### config.mk
export PLATFORM = sky130hd
export DESIGN_NAME = uart6551_baud_gen
export DESIGN_NICKNAME = d
export VERILOG_FILES = /design/src/rtl/uart6551_baud_gen.sv
export SDC_FILE = /design/constraint.sdc
export NUM_CORES = 1
export LEC_CHECK = 0
export ABC_AREA = 1
export CAP_MARGIN = 30
export CORE_MARGIN = 4
export CORE_UTILIZATION = 40
export DETAILED_ROUTE_END_ITERATION = 12
export GPL_TIMING_DRIVEN = 0
export SLEW_MARGIN = 20
export SYNTH_ARGS = -nofsm -noshare
export SYNTH_HDL_FRONTEND = slang
export SYNTH_SLANG_ARGS = --single-unit
### constraint.sdc
create_clock -name clk_i -period 2.3 [get_ports clk_i]
set_clock_uncertainty 0.2 [all_clocks]
set_input_delay 0.345 -clock clk_i [delete_from_list [all_inputs] [get_ports clk_i]]
set_output_delay 0.345 -clock clk_i [all_outputs]
set_load 0.01 [all_outputs]
### src/rtl/uart6551_baud_gen.sv
// Baud tick generator for the 6551-compatible UART.
// Turns the baud LUT divisor into a one-clock 16x-oversample strobe. It also
// derives the transmit bit-boundary strobe and the receive mid-bit sample strobe.
// A divisor of 0 selects external 16x clock mode, where xclk_i is synchronised
// and its rising edges become the 16x strobe.
module uart6551_baud_gen #(
  parameter int unsigned pCounterBits = 24,
  parameter int unsigned pSyncStages  = 2
) (
  input  logic                    clk_i,
  input  logic                    rst_ni,
  input  logic                    en_i,
  input  logic [pCounterBits-1:0] div_i,
  input  logic                    xclk_i,
  input  logic                    rxstart_i,
  output logic                    baud16_o,
  output logic                    txbit_o,
  output logic                    rxsample_o,
  output logic                    ext_mode_o,
  output logic                    div_chg_o
);

  localparam logic [pCounterBits-1:0] CntOne = pCounterBits'(1);

  logic [pCounterBits-1:0] div_q;
  logic [pCounterBits-1:0] cnt;
  logic [3:0]              tx_ph;
  logic [3:0]              rx_ph;
  logic [pSyncStages-1:0]  sync_q;
  logic                    xclk_prev;

  logic                    div_mismatch;
  logic                    ext_mode;
  logic [pCounterBits-1:0] reload;
  logic [pCounterBits-1:0] load_val;
  logic                    ext_edge;
  logic                    tick;

  assign div_mismatch = (div_i != div_q);
  assign ext_mode     = (div_q == '0);

  // NOTE: guard the decrement so a zero divisor never wraps to all-ones;
  // in external mode the counter simply parks at 0.
  assign reload   = ext_mode ? '0 : (div_q - CntOne);
  assign load_val = (div_i == '0) ? '0 : (div_i - CntOne);

  assign ext_edge = sync_q[pSyncStages-1] & ~xclk_prev;

  // A new divisor always suppresses the strobe in the cycle it is latched.
  assign tick = en_i & ~div_mismatch & (ext_mode ? ext_edge : (cnt == '0));

  // External clock synchroniser and rising-edge history; runs in every mode.
  // NOTE: all state below is updated with non-blocking assignments, so each
  // register samples the pre-edge value of the others regardless of order.
  always_ff @(posedge clk_i or negedge rst_ni) begin
    if (!rst_ni) begin
      sync_q    <= '0;
      xclk_prev <= 1'b0;
    end else begin
      sync_q    <= {sync_q[pSyncStages-2:0], xclk_i};
      xclk_prev <= sync_q[pSyncStages-1];
    end
  end

  // Divisor latch and 16x down-counter.
  always_ff @(posedge clk_i or negedge rst_ni) begin
    if (!rst_ni) begin
      div_q <= '0;
      cnt   <= '0;
    end else if (div_mismatch) begin
      div_q <= div_i;
      cnt   <= load_val;
    end else if (!en_i || ext_mode || (cnt == '0)) begin
      cnt   <= reload;
    end else begin
      cnt   <= cnt - CntOne;
    end
  end

  // Transmit and receive bit phase within the 16 oversample ticks.
  always_ff @(posedge clk_i or negedge rst_ni) begin
    if (!rst_ni) begin
      tx_ph <= 4'd0;
      rx_ph <= 4'd0;
    end else if (div_mismatch || !en_i) begin
      tx_ph <= 4'd0;
      rx_ph <= 4'd0;
    end else begin
      if (tick) begin
        tx_ph <= tx_ph + 4'd1;
      end
      // A start-bit edge realigns the receive phase even on a tick cycle.
      if (rxstart_i) begin
        rx_ph <= 4'd0;
      end else if (tick) begin
        rx_ph <= rx_ph + 4'd1;
      end
    end
  end

  // Registered strobes and status outputs.
  always_ff @(posedge clk_i or negedge rst_ni) begin
    if (!rst_ni) begin
      baud16_o   <= 1'b0;
      txbit_o    <= 1'b0;
      rxsample_o <= 1'b0;
      ext_mode_o <= 1'b0;
      div_chg_o  <= 1'b0;
    end else begin
      baud16_o   <= tick;
      txbit_o    <= tick & (tx_ph == 4'd15);
      rxsample_o <= tick & ~rxstart_i & (rx_ph == 4'd7);
      div_chg_o  <= div_mismatch;
      ext_mode_o <= div_mismatch ? (div_i == '0) : ext_mode;
    end
  end

endmodule

### Yosys cells after proc, flatten, opt, wreduce, memory -nomap -nowiden

Cells that the tools add are included.
W data, S select, Z words.

| cells by class | value |
|---|---|
| equality and inequality tests | 3 |
| bitwise logic cells | 9 |
| muxes and demuxes | 11 |
| reduce and logical (&&, ||, !) cells | 9 |
| add/subtract/negate cells | 5 |

Operators by type and width:

| kind | count |
|---|---|
| $mux W24 | 4 |
| $logic_not A24 Y1 | 3 |
| $sub A24 B1 Y24 const B | 3 |
| $ne A24 B24 Y1 | 1 |
| $mux W4 | 5 |
| $add A4 B1 Y4 const B | 2 |
| $and A1 B1 Y1 | 6 |
| $eq A4 B3 Y1 const B | 1 |
| $eq A4 B4 Y1 const B | 1 |
| $logic_or A1 B1 Y1 | 3 |
| $not A1 Y1 | 3 |
| $reduce_bool A3 Y1 | 1 |
| $mux W1 | 2 |
| $reduce_bool A2 Y1 | 1 |
| $logic_not A1 Y1 | 1 |

| storage, ports and cells | value |
|---|---|
| flip-flop bits (word level) | 64 |
| output and inout bits | 5 |
| input port bits | 29 |
| word-level logic and storage cells | 48 |

### Logic depth before layout (Yosys ltp)

Gate-level depths: netlist of the first run.

| logic depth | value |
|---|---|
| depth after elaboration | 7 |
| gate-level depth with buffers | 12 |
| depth with buffers taken out | 12 |

### Least setup slack after synthesis of the first run

Ideal clock, no wire load.

| timing path | value |
|---|---|
| path kind | reg2reg |
| from | register div_q[0] |
| to | register cnt[8] |
| buffers on the path | 1 |
| setup slack | 0.450 ns |
| data required time | 1.970 ns |
| clock period less this slack | 1.850 ns |
| arrival time | 1.520 ns |
| cell stages (with the launch flop) | 11 |
| setup time | 0.130 ns |
| path through | dfrtp_1 inv_1 ha_1 nand3_1 nor3_4 nand3_4 nand3_4 buf_6 o21ai_1 o211ai_1 o21ai_0 |

| between the ends | value |
|---|---|
| word-level cells in the longest chain between the ends | 5 |
| elaborated cells between the ends (all ways) | 8 |
| classes of those cells | add/sub: 1; eq/ne: 1; mux: 3; reduce/logical: 3 |

Ends and longest elaborated chain:

| element | line | RTL |
|---|---|---|
| start: declaration | 25 | `logic [pCounterBits-1:0] div_q;` |
| start signal: assignment | 71 | `div_q <= div_i;` |
| branches (longest 4 deep; another with $sub A24 B1 Y24) | n/a |  |
| $mux W24 * | 70 | `end else if (div_mismatch) begin` |
| end signal: assignment | 72 | `cnt <= load_val;` |
| end signal: assignment | 74 | `cnt <= reload;` |
| end signal: assignment | 76 | `cnt <= cnt - CntOne;` |
| end: declaration | 26 | `logic [pCounterBits-1:0] cnt;` |

Every way passes the cells marked *.
A chain may end at the register's enable or synchronous reset.

### Worst setup path in the final report of the first run

| timing path | value |
|---|---|
| from | input div_i[0] |
| to | register cnt[20] |

| between the ends | value |
|---|---|
| word-level cells in the longest chain between the ends | 3 |
| elaborated cells between the ends (all ways) | 5 |
| classes of those cells | add/sub: 1; eq/ne: 1; mux: 2; reduce/logical: 1 |

Ends and longest elaborated chain:

| element | line | RTL |
|---|---|---|
| start: declaration | 13 | `input logic [pCounterBits-1:0] div_i,` |
| $sub A24 B1 Y24 or $logic_not A24 Y1 (tied branches) | 45 | `assign load_val = (div_i == '0) ? '0 : (div_i - CntOne);` |
| $mux W24 | 45 |  |
| $mux W24 * | 70 |  |

Every way passes the cells marked *; elsewhere a longest branch is shown, timed or not.

==> results of run 1 <==
## logic make-up (layout without fill, tap and decap cells)
family,count (synthesis),after routing,synth area share (%)
and+or+nand+nor,418,419,38.9
buffers and inverters,123,178,11.0
DFF,64,64,33.0
AOI/OAI and AO/OA,58,58,6.95
xor gates and xnor gates,45,45,8.11
adders and majority gates,8,8,2.06
## timing repair
action                                 CTS  global route
endpoints found under the hold margin   28             0
hold buffers                             1             0
gates resized for setup                  2            32
pin swaps                                2             4
cloned                                   0             1
setup endpoints to repair               15            24
setup buffers                            1             3
## worst max-delay path by stage
stage / from / endpoint / cells past startpoint
global route: div_i[6] / cnt[20]$_DFF_PN0_ / 13
CTS: div_i[23] / cnt[20]$_DFF_PN0_ / 13
finish: div_i[0] / cnt[20]$_DFF_PN0_ / 9
floorplan: div_q[0]$_DFFE_PN0N_ / cnt[8]$_DFF_PN0_ / 10
detailed placement: div_i[23] / cnt[20]$_DFF_PN0_ / 13
global placement: rst_ni / sync_q[0]$_DFF_PN0_ / 1
## cells in the mapped netlist (2+ instances only)
cell | n | share of area [%]
nand2_1 | 191 | 15
nand3_1 | 64 | 6.6
inv_1 | 72 | 5.6
inv_4 | 2 | 0.26
nor3_4 | 2 | 0.67
nor3_2 | 2 | 0.41
nor2_1 | 96 | 7.4
a21oi_1 | 2 | 0.21
a31oi_1 | 2 | 0.26
nand2_4 | 2 | 0.46
o21ai_1 | 7 | 0.72
inv_2 | 14 | 1.1
nand2_2 | 3 | 0.39
nand3_4 | 3 | 1.1
nor2_2 | 10 | 1.3
nand4_1 | 23 | 3.0
xor2_1 | 38 | 6.9
nor3_1 | 12 | 1.2
clkbuf_1 | 24 | 1.9
dfrtp_1 | 64 | 33
o211ai_1 | 11 | 1.7
ha_1 | 8 | 2.1
o21ai_0 | 32 | 3.3
xnor2_1 | 7 | 1.3
buf_6 | 8 | 1.9
o21ai_2 | 2 | 0.36
or2_2 | 5 | 0.64
## sequential cells by signal (all words and copies together) (netlist names)
| register | cells |
|---|---|
| ext_mode_o | 1 |
| div_q | 24 |
| rxsample_o | 1 |
| baud16_o | 1 |
| cnt | 24 |
| xclk_prev | 1 |
| sync_q | 2 |
| txbit_o | 1 |
| rx_ph | 4 |
| div_chg_o | 1 |
| tx_ph | 4 |
## through the flow
stage / area, um^2 / setup WS, ns / hold slack [ns] / utilization, %
2_1_floorplan: 4860 / 0.450 / -0.151 / -
3_3_place_gp: 5370 / -1.40 / 0.131 / 46.0
3_5_place_dp: 5390 / -0.423 / 0.0997 / 46.2
4_1_cts: 5730 / 0.0298 / 0.153 / 49.1
5_1_grt: 5870 / 0.00438 / 0.114 / 50.3
6_report: 5870 / 0.108 / 0.107 / 50.3
## cell type report
type,count,area share [%]
Buffer,34,3.28
Clock buffer,9,3.84
Clock inverter,7,1.64
Inverter,89,5.80
Multi-Input combinational cell,530,47.9
Sequential cell,64,27.3
Tap cell,143,3.05
Timing Repair Buffer,39,7.20
## metal layers
layer | share of wire [%] | vias up
li1 | - | 2364
met1 | 47 | 2112
met2 | 47 | 117
met3 | 3.6 | 31
met4 | 3.0 | 0
met5 | 0 | -
## where the power goes
part / total, mW / switching (mW) / leakage [nW] / internal, mW
Clock: 1.48 / 0.537 / 0.148 / 0.947
Sequential: 1.23 / 0.0564 / 0.771 / 1.18
Combinational: 0.440 / 0.275 / 1.91 / 0.164
==> flow_summary.ini, run 1 <==
[sta]
maxSlewViolCount = 0
post-route-period-util_pct = 95.3
clock.fmax_mhz = 456
hold_viol_final = 0
setup_violations = 0
rsz0062_at_grt = no
setup_tns_ns = 0
tightest_slew_ns = 0.403
slew_headroom_pct = 73.1
layout_min_cycle_time_ns = 2.19

[power_and_ir_drop]
p_leak_nw = 2.83
finalPower_mw = 3.16
power_density_nw_per_um2 = 538
ir_drop_v = 0.000437

[setup_path]
timing.rr.end = cnt[7]$_DFF_PN0_
cp_slowest_cell = clkdlybuf4s50_1
path_buf_inv = 2
path_class = in2reg
worst_setup_path_end_kind = register
crit_arrival_ns = 2.21
crit_family = simple AND/OR/NAND/NOR gates
worstPathRequired_ns = 2.32
cp_slowest_stage_delay_ns = 0.49
rr_worst_depth = 10
r2r_setup_slack_ns = 0.15
path_cells = clkdlybuf4s50_1 -> inv_2 -> ha_1 -> nand2_2 -> nor3_4 -> nand4_1 -> or2_1 -> nand3_1 -> nand2_1
r2r-start = div_q[0]$_DFFE_PN0N_
crit_path_start_kind = input pin
worstPathMaxFanout = 5

[worst_hold_path]
min_to = div_q[23]$_DFFE_PN0N_
holdPathStages = 2
min_path_type = in2reg
min_from = div_i[23]

[global_routing]
grt_usage_pct = 20.6
use_met3_pct = 2.72
gr-total-overflow = 0
grt_pass1_wl_um = 22900
grt_pass1_vias = 4513
grt.busiest_layer = met2
globalRouteMet1Util_pct = 27.5
grtUsageMet2_pct = 32.4
antenna_found_initial = 0
grt_max_degree = 37

[cts]
cts_buffer_depth = 2
cts_root_buffer = clkbuf_16
numClockSinks = 64
cts_tree = done
clkLatencyLatePin_ns = 0.34
path_clk_slew_ns = 0.06
numCtsBuffers = 9
htreeDepth = 3

[synthesis]
avgSynthCellArea_um2 = 6.79
synth-edff-count = 0
ys_types = 37
ys.warnings.count = 0
ys_ff_latch = 64
synthArstFlopShare_pct = 100
synthFlopType = dfrtp_1
syn_inst = 716
seq_area_frac_synth_pct = 33.0
synthesis.area_um2 = 4860
synth_nets = 753

[run]
maxCapViolCount = 0

[placed_design]
place_inst = 893
gp_congestion = 0.956
dp_hpwl_um = 11100
portBuffers = 33

[floorplanning]
die_x_um = 118
die-area_um2 = 14000
chipHeight_um = 118
initial_core_util_pct = 41.7
pin_count = 34
core_um2 = 11700
rows = 39

[cells_and_area]
drive_above_1_share_pct = 13.2
regArea_um2 = 1600
fin_cells = 915
multi_input_area_um2 = 2810
fillCellCount = 1137
areaGrowthSynthToFinish_pct = 20.9
antenna_cells = 0
layout_common_cells = nand2_1, nor2_1, inv_1
layout_commonest_cell = nand2_1
num-nets-final = 804

[detailed_routing]
drc_errors = 0
wl_per_cell_um = 15.2
drt_wl_total_um = 13900
dr_total_vias = 4624
drtAntennaViolNets = 0
post_drt_via_cell_ratio = 5.05
first_pass_iters = 4
drtIter0Drc = 337

[status]
status = complete, no violations
(Power assumes the default switching activity.)
==> run 2, diff against run 1 <==
- ABC_CLOCK_PERIOD_IN_PS: not set -> 2300
- CTS_CLUSTER_DIAMETER: not set -> 40
==> results of run 2 <==
No change in the layout: final DEF, timing and power equal those of run 1.
==> RTL change 1, RTL diff (flow settings as in run 2) <==
Make the reset (`rst_ni`) synchronous in 4 clocked blocks.
--- a/src/rtl/uart6551_baud_gen.sv
+++ b/src/rtl/uart6551_baud_gen.sv
@@ -52,7 +52,7 @@
   // External clock synchroniser and rising-edge history; runs in every mode.
   // NOTE: all state below is updated with non-blocking assignments, so each
   // register samples the pre-edge value of the others regardless of order.
-  always_ff @(posedge clk_i or negedge rst_ni) begin
+  always_ff @(posedge clk_i) begin
     if (!rst_ni) begin
       sync_q    <= '0;
       xclk_prev <= 1'b0;
@@ -63,7 +63,7 @@
   end
 
   // Divisor latch and 16x down-counter.
-  always_ff @(posedge clk_i or negedge rst_ni) begin
+  always_ff @(posedge clk_i) begin
     if (!rst_ni) begin
       div_q <= '0;
       cnt   <= '0;
@@ -78,7 +78,7 @@
   end
 
   // Transmit and receive bit phase within the 16 oversample ticks.
-  always_ff @(posedge clk_i or negedge rst_ni) begin
+  always_ff @(posedge clk_i) begin
     if (!rst_ni) begin
       tx_ph <= 4'd0;
       rx_ph <= 4'd0;
@@ -99,7 +99,7 @@
   end
 
   // Registered strobes and status outputs.
-  always_ff @(posedge clk_i or negedge rst_ni) begin
+  always_ff @(posedge clk_i) begin
     if (!rst_ni) begin
       baud16_o   <= 1'b0;
       txbit_o    <= 1'b0;
Formal check against the unedited RTL: differs if rst_ni is asserted again (counterexample within 4 cycles, from zero or initial values and one cycle with rst_ni low); with rst_ni held inactive, the same outputs for 10 cycles.
==> RTL change 1 against run 2 <==
- area after synthesis shrank 2.4%
- final area is 3.2% lower
- largest cell class unchanged
- setup slack lost 16 ps
- wire length up 5.7%
- non-clock buffer count fell by 21
- utilization fell by 0.98 points
- global-route usage is 1.8 points higher
- sequential cell count is the same
- clock power is 6% lower
- total power is 0.52% higher
==> RTL change 1: results (changes against run 2) <==
largest net degree at the start of global routing 12 (was 37); Syn Area/Cell 6.02 um^2 (was 6.79 um^2); status finished, final reports clean (unchanged); Avg WL per Cell 15.0 um (was 15.2 um); vias in the first global route 4552 (was 4513); top post-synthesis cells by count 218 x nand2_1, 119 x nor2_1, 104 x inv_1, 81 x nand3_1, 64 x dfxtp_1 (was 191 x nand2_1, 96 x nor2_1, 72 x inv_1, 64 x dfrtp_1, 64 x nand3_1); number of DRC markers in iteration 0 331 (was 337); r2r endpoint cnt[22] (was cnt[7]); met3 usage 3.86% (was 2.72%); dpl hpwl 12000 um (was 11100 um); worst reg2reg path depth 11 (was 10); R2R Setup Slk 190 ps (was 150 ps); via count 4995 (was 4624); maximum VDD drop 0.401 mV (was 0.437 mV); crit-path max cell delay 550 ps (was 490 ps); Leak 2.81 nW (was 2.83 nW); Syn Nets 824 (was 753); first-pass GRT wire length 23600 um (was 22900 um); top cells by area, synth dfxtp_1 27%, nand2_1 17%, nor2_1 9.4%, nand3_1 8.6%, inv_1 8.2% (was dfrtp_1 33%, nand2_1 15%, nor2_1 7.4%, xor2_1 6.9%, nand3_1 6.6%); met1 Use GR 30.9% (was 27.5%); Crit. Startpoint div_i[12] (was div_i[0]); Yosys cell types 34 (was 37); GRT Util Overall 22.3% (was 20.6%); ys flop type dfxtp_1 (was dfrtp_1); Placer Congestion 0.972 (was 0.956); placed insts 961 (was 893); nets 867 (was 804); FMAX 453 MHz (was 456 MHz); layout cells sized above 1 8.38% (was 13.2%); sw frac 28.8% (was 27.5%)
## RTL change 1: changes by cell type in the layout (fill, tap and decap cells not counted), sizes merged, moves of 7 or more
cell,change
dfrtp,-64
dfxtp,+64
a21oi,+30
nand2,+23
inv,+19
nor2,+19
o21ai,-17
nand3,+15
clkbuf,-12
nor3,-11
clkdlybuf4s50,-8
nand3b,+8
dlymetal6s2s,+7
## RTL change 1: timing repair
action / 4_1_cts / 5_1_grt
setup endpoints to repair: 19 / 34
gates resized for setup: 4 / 42
pin swaps: 1 / 3
buffers inserted: 1 / 0
## RTL change 1: area by class of cell
type	instances	area, um^2
clock inverter	5	55.1
buffer	20	119
fill	1209	5830
sequential	64	1280
clock buffer	11	253
inverter	107	402
tap	143	179
multi-input combinational	596	3030
timing repair buffer	32	370
## RTL change 1: how the worst min path moves through the flow
stage,from,to,slack [ps],cells past startpoint
2_1_floorplan,sync_q[0],sync_q[1],190,2
3_3_place_gp,sync_q[0],sync_q[1],210,2
3_5_place_dp,sync_q[0],sync_q[1],220,2
4_1_cts,en_i,tx_ph[2],180,3
5_1_grt,div_i[1],div_q[1],120,3
6_report,div_i[0],div_q[0],80,3
## RTL change 1: through the flow
stage	setup TNS (ps)	area [um^2]
after floorplan	0	4740
after global placement	-10730	5230
after detailed placement	-11710	5230
after CTS	0	5570
after global routing	0	5690
final	0	5690
## RTL change 1: kinds of logic (layout without fill, tap and decap cells)
logic type	after synthesis	after routing	share of synthesized area [%]
and+or+nand+nor	470	470	43.0
buffers and inverters	127	175	10.7
AOI/OAI and AO/OA	65	65	7.34
DFF	64	64	27.0
xor gates and xnor gates	53	53	9.79
adders and majority gates	8	8	2.11
## RTL change 1: critical path: cells and delay by family
family          cells  cell delay (ps)
buf+inv             3             1010
compound gates      1              210
simple gates        5              690
## RTL change 1: per-layer routing
layer	share of wire, %	wire (um)
met5	0	0
met3	4.1	600
met2	46	6740
met1	48	7120
met4	1.7	254
## RTL change 1: power groups by stage
| stage | clock (mW) | combinational, mW | sequential (mW) |
|---|---|---|---|
| global route | 1.46 | 0.636 | 1.22 |
| detailed placement | 0 | 0.549 | 1.24 |
| global placement | 0 | 0.543 | 1.24 |
| CTS | 1.42 | 0.555 | 1.21 |
| floorplan | 0 | 0.364 | 1.22 |
| finish | 1.39 | 0.566 | 1.22 |
==> RTL change 2, RTL diff (flow settings as in run 2) <==
Without the edit above. Change the parameter `pSyncStages` from 2 to 4.
--- a/src/rtl/uart6551_baud_gen.sv
+++ b/src/rtl/uart6551_baud_gen.sv
@@ -5,7 +5,7 @@
 // and its rising edges become the 16x strobe.
 module uart6551_baud_gen #(
   parameter int unsigned pCounterBits = 24,
-  parameter int unsigned pSyncStages  = 2
+  parameter int unsigned pSyncStages  = 4
 ) (
   input  logic                    clk_i,
   input  logic                    rst_ni,
Function: changed (a bounded check fails within 4 cycles, from zero or initial values and one cycle with rst_ni low).
==> RTL change 2 against run 2 <==
- wire length hardly changed
- area after synthesis rose by 1.0%
- combinational power is 1% higher
- count of clock-buffer cells in the layout did not move
- final area grew 0.83%
- total power up 0.58%
- sequential cell count increased by 2
- setup slack better by 3.8 ps
==> RTL change 2: results (changes against run 2) <==
placed inst area 5440 um^2 (was 5390 um^2); register area share after synthesis 33.6% (was 33.0%); Synth Area in XOR/XNOR 8.03% (was 8.11%); Via density 5.02 (was 5.05); Synth Area in Compound Gates 6.88% (was 6.95%); number of DRC markers in iteration 0 282 (was 337); pwr/cell area 536 nW/um^2 (was 538 nW/um^2); nets 807 (was 804); grt total ovfl 0 (unchanged); Slew @ Worst Pin 440 ps (was 403 ps); Syn Nets 755 (was 753); maximum VDD drop 0.480 mV (was 0.437 mV); Post-Synthesis Cells 718 (was 716); arrival time at the worst endpoint 2230 ps (was 2210 ps); Finish-stage setup viols 0 (unchanged); ys flop type dfrtp_1 (unchanged); initial antenna violation count 0 (unchanged); Clk pin slew, worst setup/hold paths 60 ps (about the same); placed insts 899 (was 893); vias in the first global route 4458 (was 4513); mux share of post-synthesis cell area 0% (unchanged); largest net degree at the start of global routing 37 (unchanged); Leak 2.85 nW (was 2.83 nW); drt pass-1 iters 5 (was 4); Hold Crit Class input port to register (unchanged); Synth Area in Adders 2.04% (was 2.06%); layout cells sized above 1 12.6% (was 13.2%); Placer Congestion 0.858 (was 0.956); first-pass GRT wire length 22800 um (was 22900 um); CTS Buf Count 9 (unchanged); Largest regs cnt (24), div_q (24) (unchanged); Port Buffers 33 (unchanged); dpl hpwl 11300 um (was 11100 um); top post-synthesis cells by count 191 x nand2_1, 96 x nor2_1, 72 x inv_1, 66 x dfrtp_1, 64 x nand3_1 (was 191 x nand2_1, 96 x nor2_1, 72 x inv_1, 64 x dfrtp_1, 64 x nand3_1); DRC Markers 0 (unchanged); Synth Warn # 0 (unchanged); CTS H-tree lvls 3 (unchanged); via count 4627 (was 4624); ant diodes 0 (unchanged); top cells by area, synth dfrtp_1 34%, nand2_1 15%, nor2_1 7.3%, xor2_1 6.8%, nand3_1 6.5% (was dfrtp_1 33%, nand2_1 15%, nor2_1 7.4%, xor2_1 6.9%, nand3_1 6.6%); critical path peak fanout 10 (was 5); filler instances 1207 (was 1137); GRT Util Overall 20.7% (was 20.6%); status finished, final reports clean (unchanged); share of synthesized registers carrying an async set or reset 100% (unchanged); WL final 13900 um (about the same)
==> RTL change 2: changes by cell type after synthesis, sizes merged <==
| cell | before | now |
|---|---|---|
| dfrtp | 64 | 66 |
==> RTL change 2: cells by family (layout without fill, tap and decap cells) <==
family	after synthesis	after routing
buffers and inverters	123	179
XOR/XNOR	45	45
AND/OR/NAND/NOR	418	419
flip-flops	66	66
AO/OA/AOI/OAI	58	58
adder cells (fa/ha/maj)	8	8
==> RTL change 2: timing repair <==
| action | 4_1_cts | 5_1_grt |
|---|---|---|
| setup endpoints to repair | 24 | 36 |
| cloned | 1 | 0 |
| setup buffers | 3 | 2 |
| endpoints found under the hold margin | 30 | 0 |
| pin swaps | 2 | 6 |
| resized for setup | 3 | 28 |
| hold buffers | 1 | 0 |
==> RTL change 2: worst max-delay path: stages <==
cell	delay, ps
clkdlybuf4s50_1	650
inv_2	60
nand2_1	60
nand2_1	40
nor2_1	130
nand2_1	90
nor2_2	130
nand3_4	180
nor2_8	170
buf_6	150
nand4_1	80
nand2_1	80
inv_1	40
==> RTL change 2: worst paths after layout <==
| kind | startpoint | to | slack [ps] | depth (start not counted) |
|---|---|---|---|---|
| setup / recovery | div_i[5] | rx_ph[2] | 110 | 13 |
| hold / removal | div_i[23] | div_q[23] | 110 | 2 |
| setup reg to reg | div_q[0] | cnt[2] | 110 | 10 |
| hold reg to reg | sync_q[2] | sync_q[3] | 150 | 0 |
| max in group asynchronous | rst_ni | div_q[22] | 1080 | 3 |
| min in group asynchronous | rst_ni | div_q[0] | 300 | 2 |
==> RTL change 2: per-stage QoR <==
step	setup slack [ps]	power (mW)
4_1_cts	4.01	3.20
6_report	112	3.18
3_5_place_dp	-442	1.72
5_1_grt	2.23	3.33
2_1_floorplan	450	1.53
3_3_place_gp	-1400	1.71
==> RTL change 2: layout make-up <==
cell class | count | area share, %
multi-input cells | 530 | 47.3
flip-flops and latches | 66 | 27.9
repair buffers | 40 | 7.19
inverters | 89 | 5.81
clock buffers | 9 | 3.80
plain buffers | 34 | 3.30
well taps | 147 | 3.11
clock inverters | 7 | 1.58
==> RTL change 2: power breakdown <==
part / switching [mW] / internal [mW] / leakage [nW]
Clock: 0.519 / 0.945 / 0.151
Sequential: 0.0519 / 1.21 / 0.794
Combinational: 0.280 / 0.166 / 1.90
Total: 0.851 / 2.32 / 2.85
==> RTL change 2: layer usage <==
metal,vias up,track usage [%],routed length (um)
li1,2372,-,-
met1,2122,28.0,6630
met2,103,32.5,6390
met3,30,2.73,435
met4,0,10.3,460
met5,-,0,0
